$ cat src/rtl/ds_pkg.sv
// Shared definitions for the downsample output packer: the beat record
// carried through the output FIFO and helpers describing its packed layout.
package ds_pkg;

    localparam int DS_DWIDTH = 8;
    localparam int DS_AWIDTH = 11;

    // One output beat at the default widths; packed MSB-first as
    // {data, col, row, eol, eof}. Other widths use the same field order.
    typedef struct packed {
        logic [DS_DWIDTH-1:0] data;
        logic [DS_AWIDTH-1:0] col;
        logic [DS_AWIDTH-1:0] row;
        logic                 eol;
        logic                 eof;
    } ds_beat_t;

    localparam int DS_BEAT_W = $bits(ds_beat_t);

    // Packed width of a beat for arbitrary data/coordinate widths.
    function automatic int ds_beat_width(input int dw, input int aw);
        return dw + 2 * aw + 2;
    endfunction

endpackage

$ cat src/rtl/ds_out_fifo.sv
// Output FIFO of the pixel packer: up to two writes and one read per cycle.
// Count and the "at least two free slots" flag are registered so that no
// combinational path runs from the write side to the read side.
module ds_out_fifo #(
    parameter int WIDTH = 32,
    parameter int DEPTH = 4
) (
    input  logic             clk,
    input  logic             rst,
    input  logic [1:0]       wr_cnt,
    input  logic [WIDTH-1:0] wr_data0,
    input  logic [WIDTH-1:0] wr_data1,
    input  logic             rd_en,
    output logic [WIDTH-1:0] rd_data,
    output logic             rd_valid,
    output logic             wr_ready
);

    localparam int PW = $clog2(DEPTH);
    localparam int CW = PW + 1;
    localparam logic [CW-1:0] READY_MAX = CW'(DEPTH - 2);

    logic [WIDTH-1:0] mem_q [DEPTH];
    logic [WIDTH-1:0] mem_d [DEPTH];
    logic [PW-1:0]    wr_ptr_q, wr_ptr_d;
    logic [PW-1:0]    rd_ptr_q, rd_ptr_d;
    logic [PW-1:0]    wr_ptr_p1_s;
    logic [CW-1:0]    count_q, count_d;
    logic             ready_q, ready_d;
    logic [1:0]       wr_n_s;
    logic             pop_s;

    // Next-state: storage writes, pointer advance, count and ready flag.
    always_comb begin
        for (int i = 0; i < DEPTH; i++) begin
            mem_d[i] = mem_q[i];
        end
        wr_ptr_p1_s = wr_ptr_q + PW'(1);
        pop_s       = rd_en && (count_q != {CW{1'b0}});
        case (wr_cnt)
            2'd1: begin
                mem_d[wr_ptr_q] = wr_data0;
                wr_ptr_d        = wr_ptr_p1_s;
                wr_n_s          = 2'd1;
            end
            2'd2: begin
                mem_d[wr_ptr_q]    = wr_data0;
                mem_d[wr_ptr_p1_s] = wr_data1;
                wr_ptr_d           = wr_ptr_q + PW'(2);
                wr_n_s             = 2'd2;
            end
            default: begin
                wr_ptr_d = wr_ptr_q;
                wr_n_s   = 2'd0;
            end
        endcase
        if (pop_s) begin
            rd_ptr_d = rd_ptr_q + PW'(1);
        end else begin
            rd_ptr_d = rd_ptr_q;
        end
        count_d = count_q + CW'(wr_n_s) - CW'(pop_s);
        ready_d = (count_d <= READY_MAX);
    end

    // State registers; reset empties the FIFO and zeroes the head.
    always_ff @(posedge clk or negedge rst) begin
        if (!rst) begin
            for (int i = 0; i < DEPTH; i++) begin
                mem_q[i] <= {WIDTH{1'b0}};
            end
            wr_ptr_q <= {PW{1'b0}};
            rd_ptr_q <= {PW{1'b0}};
            count_q  <= {CW{1'b0}};
            ready_q  <= 1'b1;
        end else begin
            for (int i = 0; i < DEPTH; i++) begin
                mem_q[i] <= mem_d[i];
            end
            wr_ptr_q <= wr_ptr_d;
            rd_ptr_q <= rd_ptr_d;
            count_q  <= count_d;
            ready_q  <= ready_d;
        end
    end

    assign rd_data  = mem_q[rd_ptr_q];
    assign rd_valid = (count_q != {CW{1'b0}});
    assign wr_ready = ready_q;

endmodule

$ cat src/rtl/ds_pixel_packer.sv
// Downsample output packer: compacts kept pixels into a downsampled stream,
// tags each with output column/row and end-of-line/frame markers, and tracks
// per-frame output dimensions and line-length consistency.
module ds_pixel_packer
    import ds_pkg::*;
#(
    parameter int DWIDTH = DS_DWIDTH,
    parameter int AWIDTH = DS_AWIDTH,
    parameter int DEPTH  = 4
) (
    input  logic              clk,
    input  logic              rst,
    input  logic              clken,
    input  logic              valid_in,
    input  logic              keep,
    input  logic [DWIDTH-1:0] pix_in,
    input  logic [AWIDTH-1:0] cnt_col,
    input  logic [AWIDTH-1:0] cnt_row,
    input  logic [AWIDTH-1:0] width,
    input  logic [AWIDTH-1:0] height,
    output logic              in_ready,
    output logic              out_valid,
    input  logic              out_ready,
    output logic [DWIDTH-1:0] out_data,
    output logic [AWIDTH-1:0] out_col,
    output logic [AWIDTH-1:0] out_row,
    output logic              out_eol,
    output logic              out_eof,
    output logic [AWIDTH-1:0] ds_width,
    output logic [AWIDTH-1:0] ds_height,
    output logic              line_err
);

    localparam int BW = ds_beat_width(DWIDTH, AWIDTH);
    localparam logic [AWIDTH-1:0] A_ZERO = {AWIDTH{1'b0}};
    localparam logic [AWIDTH-1:0] A_ONE  = AWIDTH'(1);

    // Beat layout {data, col, row, eol, eof}, matching ds_beat_t.
    function automatic logic [BW-1:0] pack_beat(
        input logic [DWIDTH-1:0] d,
        input logic [AWIDTH-1:0] c,
        input logic [AWIDTH-1:0] r,
        input logic              e,
        input logic              f
    );
        return {d, c, r, e, f};
    endfunction

    logic [DWIDTH-1:0] pend_data_q, pend_data_d;
    logic [AWIDTH-1:0] pend_col_q, pend_col_d;
    logic [AWIDTH-1:0] pend_row_q, pend_row_d;
    logic              pend_valid_q, pend_valid_d;
    logic [AWIDTH-1:0] col_cnt_q, col_cnt_d;
    logic [AWIDTH-1:0] row_cnt_q, row_cnt_d;
    logic [AWIDTH-1:0] ref_w_q, ref_w_d;
    logic [AWIDTH-1:0] ds_width_q, ds_width_d;
    logic [AWIDTH-1:0] ds_height_q, ds_height_d;
    logic              line_err_q, line_err_d;

    logic              accept_s, le_s, fe_s;
    logic              line_has_s;
    logic [AWIDTH-1:0] line_w_s;
    logic [1:0]        wr_cnt_s;
    logic [BW-1:0]     wr_data0_s, wr_data1_s;
    logic [BW-1:0]     head_s;
    logic              fifo_ready_s, fifo_valid_s;

    assign accept_s = clken && valid_in && fifo_ready_s;
    assign le_s     = (cnt_col == (width - A_ONE));
    assign fe_s     = le_s && (cnt_row == (height - A_ONE));

    // Input-side next state: pending pixel, FIFO writes, line/frame accounting.
    always_comb begin
        pend_data_d  = pend_data_q;
        pend_col_d   = pend_col_q;
        pend_row_d   = pend_row_q;
        pend_valid_d = pend_valid_q;
        col_cnt_d    = col_cnt_q;
        row_cnt_d    = row_cnt_q;
        ref_w_d      = ref_w_q;
        ds_width_d   = ds_width_q;
        ds_height_d  = ds_height_q;
        line_err_d   = line_err_q;
        line_has_s   = 1'b0;
        line_w_s     = col_cnt_q;
        wr_cnt_s     = 2'd0;
        wr_data0_s   = {BW{1'b0}};
        wr_data1_s   = {BW{1'b0}};
        if (accept_s) begin
            if (le_s) begin
                // The held pixel (if any) is this line's last unless the LE beat itself is kept.
                line_has_s = keep || pend_valid_q;
                if (keep) begin
                    line_w_s = col_cnt_q + A_ONE;
                    if (pend_valid_q) begin
                        wr_cnt_s   = 2'd2;
                        wr_data0_s = pack_beat(pend_data_q, pend_col_q, pend_row_q, 1'b0, 1'b0);
                        wr_data1_s = pack_beat(pix_in, col_cnt_q, row_cnt_q, 1'b1, fe_s);
                    end else begin
                        wr_cnt_s   = 2'd1;
                        wr_data0_s = pack_beat(pix_in, col_cnt_q, row_cnt_q, 1'b1, fe_s);
                    end
                end else begin
                    line_w_s = col_cnt_q;
                    if (pend_valid_q) begin
                        wr_cnt_s   = 2'd1;
                        wr_data0_s = pack_beat(pend_data_q, pend_col_q, pend_row_q, 1'b1, fe_s);
                    end else begin
                        wr_cnt_s   = 2'd0;
                    end
                end
                // Empty lines do not count as output rows.
                if (line_has_s) begin
                    if (row_cnt_q == A_ZERO) begin
                        ref_w_d = line_w_s;
                    end else if (line_w_s != ref_w_q) begin
                        line_err_d = 1'b1;
                    end else begin
                        line_err_d = line_err_q;
                    end
                    row_cnt_d = row_cnt_q + A_ONE;
                end else begin
                    row_cnt_d = row_cnt_q;
                end
                col_cnt_d    = A_ZERO;
                pend_valid_d = 1'b0;
                if (fe_s) begin
                    ds_width_d  = ref_w_d;
                    ds_height_d = row_cnt_d;
                    row_cnt_d   = A_ZERO;
                    ref_w_d     = A_ZERO;
                end else begin
                    ds_width_d  = ds_width_q;
                    ds_height_d = ds_height_q;
                end
            end else if (keep) begin
                // A newer kept pixel proves the held one is not end-of-line.
                if (pend_valid_q) begin
                    wr_cnt_s   = 2'd1;
                    wr_data0_s = pack_beat(pend_data_q, pend_col_q, pend_row_q, 1'b0, 1'b0);
                end else begin
                    wr_cnt_s   = 2'd0;
                end
                pend_data_d  = pix_in;
                pend_col_d   = col_cnt_q;
                pend_row_d   = row_cnt_q;
                pend_valid_d = 1'b1;
                col_cnt_d    = col_cnt_q + A_ONE;
            end else begin
                pend_valid_d = pend_valid_q;
            end
        end else begin
            wr_cnt_s = 2'd0;
        end
    end

    // Input-side registers; reset clears pending pixel and all counters.
    always_ff @(posedge clk or negedge rst) begin
        if (!rst) begin
            pend_data_q  <= {DWIDTH{1'b0}};
            pend_col_q   <= A_ZERO;
            pend_row_q   <= A_ZERO;
            pend_valid_q <= 1'b0;
            col_cnt_q    <= A_ZERO;
            row_cnt_q    <= A_ZERO;
            ref_w_q      <= A_ZERO;
            ds_width_q   <= A_ZERO;
            ds_height_q  <= A_ZERO;
            line_err_q   <= 1'b0;
        end else begin
            pend_data_q  <= pend_data_d;
            pend_col_q   <= pend_col_d;
            pend_row_q   <= pend_row_d;
            pend_valid_q <= pend_valid_d;
            col_cnt_q    <= col_cnt_d;
            row_cnt_q    <= row_cnt_d;
            ref_w_q      <= ref_w_d;
            ds_width_q   <= ds_width_d;
            ds_height_q  <= ds_height_d;
            line_err_q   <= line_err_d;
        end
    end

    ds_out_fifo #(
        .WIDTH (BW),
        .DEPTH (DEPTH)
    ) u_fifo (
        .clk      (clk),
        .rst      (rst),
        .wr_cnt   (wr_cnt_s),
        .wr_data0 (wr_data0_s),
        .wr_data1 (wr_data1_s),
        .rd_en    (out_ready),
        .rd_data  (head_s),
        .rd_valid (fifo_valid_s),
        .wr_ready (fifo_ready_s)
    );

    assign in_ready  = fifo_ready_s;
    assign out_valid = fifo_valid_s;
    assign out_data  = head_s[BW-1 -: DWIDTH];
    assign out_col   = head_s[2*AWIDTH+1 -: AWIDTH];
    assign out_row   = head_s[AWIDTH+1 -: AWIDTH];
    assign out_eol   = head_s[1];
    assign out_eof   = head_s[0];
    assign ds_width  = ds_width_q;
    assign ds_height = ds_height_q;
    assign line_err  = line_err_q;

endmodule
$ cat config.mk
export PLATFORM = sky130hd
export DESIGN_NAME = ds_pixel_packer
export DESIGN_NICKNAME = d
export VERILOG_FILES = /design/src/rtl/ds_pkg.sv /design/src/rtl/ds_out_fifo.sv /design/src/rtl/ds_pixel_packer.sv
export SDC_FILE = /design/constraint.sdc
export NUM_CORES = 1
export LEC_CHECK = 0
export CORE_AREA = 5 5 168 170
export DETAILED_ROUTE_END_ITERATION = 16
export DIE_AREA = 0 0 173 175
export GPL_TIMING_DRIVEN = 0
export PLACE_DENSITY = 0.74
export SLEW_MARGIN = 10
export SYNTH_ARGS = -nofsm -noshare
export SYNTH_HDL_FRONTEND = slang
export SYNTH_SLANG_ARGS = --single-unit
$ cat constraint.sdc
create_clock -name clk -period 6.65 [get_ports clk]
set_input_delay 0.9975 -clock clk [delete_from_list [all_inputs] [get_ports clk]]
set_output_delay 0.9975 -clock clk [all_outputs]
set_load 0.02 [all_outputs]
==> metrics.log <==
[metrics] outcome: complete, no violations
[metrics] switching part of the total: 0.347
[metrics] flops & latches, synth: around 220
[metrics] final core utilization: 0.594
[metrics] gate count after technology mapping: approximately 1300
[metrics] crit-path max cell delay: 0.54 ns
[metrics] time the worst path needs with I/O delays and setup: 6.06 ns
[metrics] slowest stage cell, crit path: sky130_fd_sc_hd__clkdlybuf4s50_1
[metrics] # setup viols final: 0
[metrics] clock network fraction of total power: 0.263
[metrics] average instance area after synthesis: between 10 and 15 um^2
[metrics] Sw Pwr: 1.90 mW
[metrics] Critical Path End Type: flip-flop
[metrics] transition at the pin with the smallest max-transition slack: 1.03 ns
[metrics] Synth Net Count: 1370
[metrics] CTS clk-pin slew, worst paths: about 0.060 ns
[metrics] most frequent cells after synthesis: sky130_fd_sc_hd__dfrtp_1, sky130_fd_sc_hd__a21oi_1, sky130_fd_sc_hd__o22ai_1
[metrics] number of buffers added by the clock tree synthesis step: 25
[metrics] critical path, cell by cell: clkdlybuf4s50_1, inv_1, ha_1, buf_4, nor4b_2, xor2_1, o22a_1, o31a_1, buf_6, nor3_1, clkbuf_2, nand3_1, ha_1, clkbuf_1, clkbuf_1, nor2_1, clkbuf_1, a21oi_1, o22ai_1, a211oi_2
[metrics] library cells used by synthesis: 84
[metrics] Synth Area in XOR/XNOR: 0.0382
[metrics] cells on worst reg2reg path: 12
[metrics] power density over cell area: 347 nW/um^2
[metrics] Rel. slew slack: 0.311
[metrics] dominant cells by area after synthesis: sky130_fd_sc_hd__dfrtp_1, sky130_fd_sc_hd__a211oi_2, sky130_fd_sc_hd__mux4_2
[metrics] vertical die dimension: 175 um
[metrics] number of slew-limit violations in the final report: 0
[metrics] Top FF cell, synth: sky130_fd_sc_hd__dfrtp_1
[metrics] Post-synth EDFFs: 0
[metrics] area enclosed by the die boundary: approximately 30000 um^2
[metrics] VDD IR-drop max: 174 uV
[metrics] TritonRoute pass-1 iters: 7
[metrics] Syn Std Cell Area: between 10000 and 15000 um^2
[metrics] number of input and output port buffers inserted: 113
[metrics] Clock Latency Late Sink: 0.53 ns
[metrics] startpoint type of the worst setup path: input port
[metrics] Avg Vias per Cell: 6.61
[metrics] maximum fanout along the worst path: 10
[metrics] DRC: 0
[metrics] data arrival time of the critical path: 6.51 ns
[metrics] Max Freq: 165 MHz
[metrics] via count of the first global-routing pass: 11996
[metrics] fraction of the cycle the final worst path needs: 0.912
[metrics] Synth-to-Final Area Change: 18.7%
[metrics] depth of the critical timing path with buffers and inverters included: 20
[metrics] Synth warnings: 0
[metrics] max-cap violations: 0
[metrics] CTS root buffer: sky130_fd_sc_hd__clkbuf_16
[metrics] per-cell routed wire length: 23.4 um
[metrics] most repeated cell in the gate-level netlist after synthesis: sky130_fd_sc_hd__dfrtp_1
[metrics] Reg power frac: 0.353
[metrics] clock skew: 0.0172 ns
[metrics] hold violation count in the final report: 0
[metrics] post-layout net count: 1512
[metrics] fraction of registers with async set or reset after synthesis: 1.00
[metrics] internal cell power: 3.58 mW
[metrics] required time at the worst-slack endpoint: 7.10 ns
[metrics] routed wire length: ~42000 um
[metrics] All-Layer GR Usage: 0.270
[metrics] kind of path behind the tightest hold check: in2async
[metrics] htree depth: 1
[metrics] wire length of the first global-routing pass: 66400 um
[metrics] Seq/Total Area, Yosys: 0.420
[metrics] post-route ant nets: 0
[metrics] compound-gate portion of the synthesized area: 0.248
[metrics] area share of fa/ha/maj cells after synthesis: 0.0203
[metrics] initial antenna violation count: 1
[metrics] worst path bufs/invs: 8
[metrics] Via Count: 11840
[metrics] dominant cell type by count on the critical path: sky130_fd_sc_hd__clkbuf_1
[metrics] area of the core: 26600 um^2
[metrics] global placer's final weighted congestion: between 0.9 and 1
[metrics] grt total ovfl: 0
[metrics] Synth area leader: sky130_fd_sc_hd__dfrtp_1
[metrics] portion of netlist area occupied by mux cells: 0.104
[metrics] leakage power total: 6.25 nW
[metrics] hold buffer count at cts: 0
[metrics] combinational group share of total power: 0.384
[metrics] proportion of layout cells with a drive suffix above 1: 0.178
[metrics] maximum number of pins on one net before global-route repair: 97
[metrics] CTS tree: done
[metrics] initial core utilization: 0.500
[metrics] Antenna Diode Count: 0
[metrics] ports placed on the boundary: 115
[metrics] kind of critical path: in2reg
[metrics] CP delay by family, top: buffers and inverters
[metrics] RSZ-0062 raised after global routing: no
[metrics] Simple-Gate Fraction of Synth Area: 0.116
[metrics] Placement Rows: 60
[metrics] Yosys top cell area share: 0.418
[metrics] smallest hold slack: 0.334 ns
[metrics] # Post-CTS Setup Buffers: 0
[metrics] main combinational cell family by area after synthesis: compound AO/OA/AOI/OAI gates
[metrics] width of the chip: 173 um
[metrics] HPWL after DPL: ~29000 um
[metrics] TritonCTS sink count: 223
[metrics] 1st-iter DRT viols: 1475
[metrics] number of buffers between clock root and the deepest sink: 3
what timing repair did:
action	in CTS	in global routing
endpoints found under the setup margin	4	113
endpoints found under the hold margin	0	0
gates cloned	0	0
resized for setup	1	9
final timing paths:
path                                  start          endpoint  slack (ns)
max                                width[1]  u_fifo.mem_q[86]        0.59
min                                     rst  u_fifo.mem_q[59]        0.33
max reg2reg                 u_fifo.wr_ready  u_fifo.mem_q[86]        2.46
min reg2reg                u_fifo.mem_q[97]  u_fifo.mem_q[97]        0.48
max in group asynchronous               rst        ref_w_q[1]        5.46
min in group clk           u_fifo.mem_q[97]  u_fifo.mem_q[97]        0.48
power by group through the flow:
stage	registers (mW)	logic [mW]	clock network (mW)
floorplan	1.87	1.44	0
global placement	1.93	2.03	0
detailed placement	1.94	2.09	0
CTS	1.92	2.09	1.45
global route	1.96	2.26	1.51
finish	1.93	2.11	1.44
area by class of cell:
cell class,instances,area (um^2)
multi-input combinational,915,7030
clock inverter,10,133
sequential,223,5580
timing repair buffer,115,1190
tap,341,427
clock buffer,35,713
inverter,36,135
fill,2248,10800
buffer,117,572
kinds of logic (layout without fill, tap and decap cells):
family	after synthesis	in the layout
XOR/XNOR	58	58
flip-flops	223	223
AO/OA/AOI/OAI	449	449
adder cells (fa/ha/maj)	21	21
AND/OR/NAND/NOR	295	295
multiplexers	92	92
buffers and inverters	153	313
worst reg2reg max path: stages, from the launching register on:
cell and delay (ns):
sky130_fd_sc_hd__dfstp_2 0.39, sky130_fd_sc_hd__nand3_1 0.26, sky130_fd_sc_hd__clkbuf_1 0.47, sky130_fd_sc_hd__clkbuf_1 0.48, sky130_fd_sc_hd__nor2_1 0.14, sky130_fd_sc_hd__ha_1 0.43
sky130_fd_sc_hd__clkbuf_1 0.31, sky130_fd_sc_hd__clkbuf_1 0.43, sky130_fd_sc_hd__nor2_1 0.20, sky130_fd_sc_hd__clkbuf_1 0.40, sky130_fd_sc_hd__a21oi_1 0.26, sky130_fd_sc_hd__o22ai_1 0.13
sky130_fd_sc_hd__a211oi_2 0.22
flip-flops by register name (all words and copies together), names as in the netlist, 2 cells and up:
register and count:
col_cnt_q 11, ds_height 11, ds_width 11, pend_col_q 11
pend_data_q 8, pend_row_q 11, ref_w_q 11, row_cnt_q 11
u_fifo.count_q 3, u_fifo.mem_q 128, u_fifo.rd_ptr_q 2, u_fifo.wr_ptr_q 2
layout by cell type (no fill, tap or decap), drive strengths merged, types with 4 or more instances in the layout:
cell type      netlist  final
a31oi                5      5
clkinv               0      5
buf                 36     39
mux2                52     52
o22a                 6      6
o2bb2ai             11     11
o221a                4      4
o22ai              113    113
a211oi              85     85
or2                  8      8
nor4                38     38
a22oi                4      4
and3                 8      8
o21ai               37     37
clkdlybuf4s50        0    112
clkbuf              81    116
or3                  5      5
o31ai               17     17
inv                 36     38
xnor2               31     31
nor2                44     44
mux4                32     32
mux2i                8      8
or4                  4      4
dfrtp              222    222
a21oi              130    130
ha                  20     20
nor2b                8      8
xor2                27     27
nand2b               6      6
nand3               17     17
nand2              109    109
and3b                4      4
nor3                15     15
nand3b               4      4
a22o                 6      6
nand4               12     12
routing by layer:
metal  share of wire  GRT usage  vias to the layer above
met5         0.00017          0                        -
met4           0.044      0.116                        2
met3            0.10     0.0660                      141
met2            0.46      0.434                      733
met1            0.39      0.350                     5758
li1                -          -                     5206
metrics by stage:
step                cells  total power [mW]  setup TNS (ns)  setup WS [ns]  instance area, um^2
floorplan            1291              3.32               0           1.54                13300
global placement     1745              3.96        -1151.20          -5.15                14800
detailed placement   1747              4.03          -22.95         -0.550                14900
CTS                  1792              5.47               0          0.157                15800
global route         1792              5.72               0          0.111                15800
finish               1792              5.48               0          0.586                15800
No activity file was read; power rests on OpenSTA's default activity.
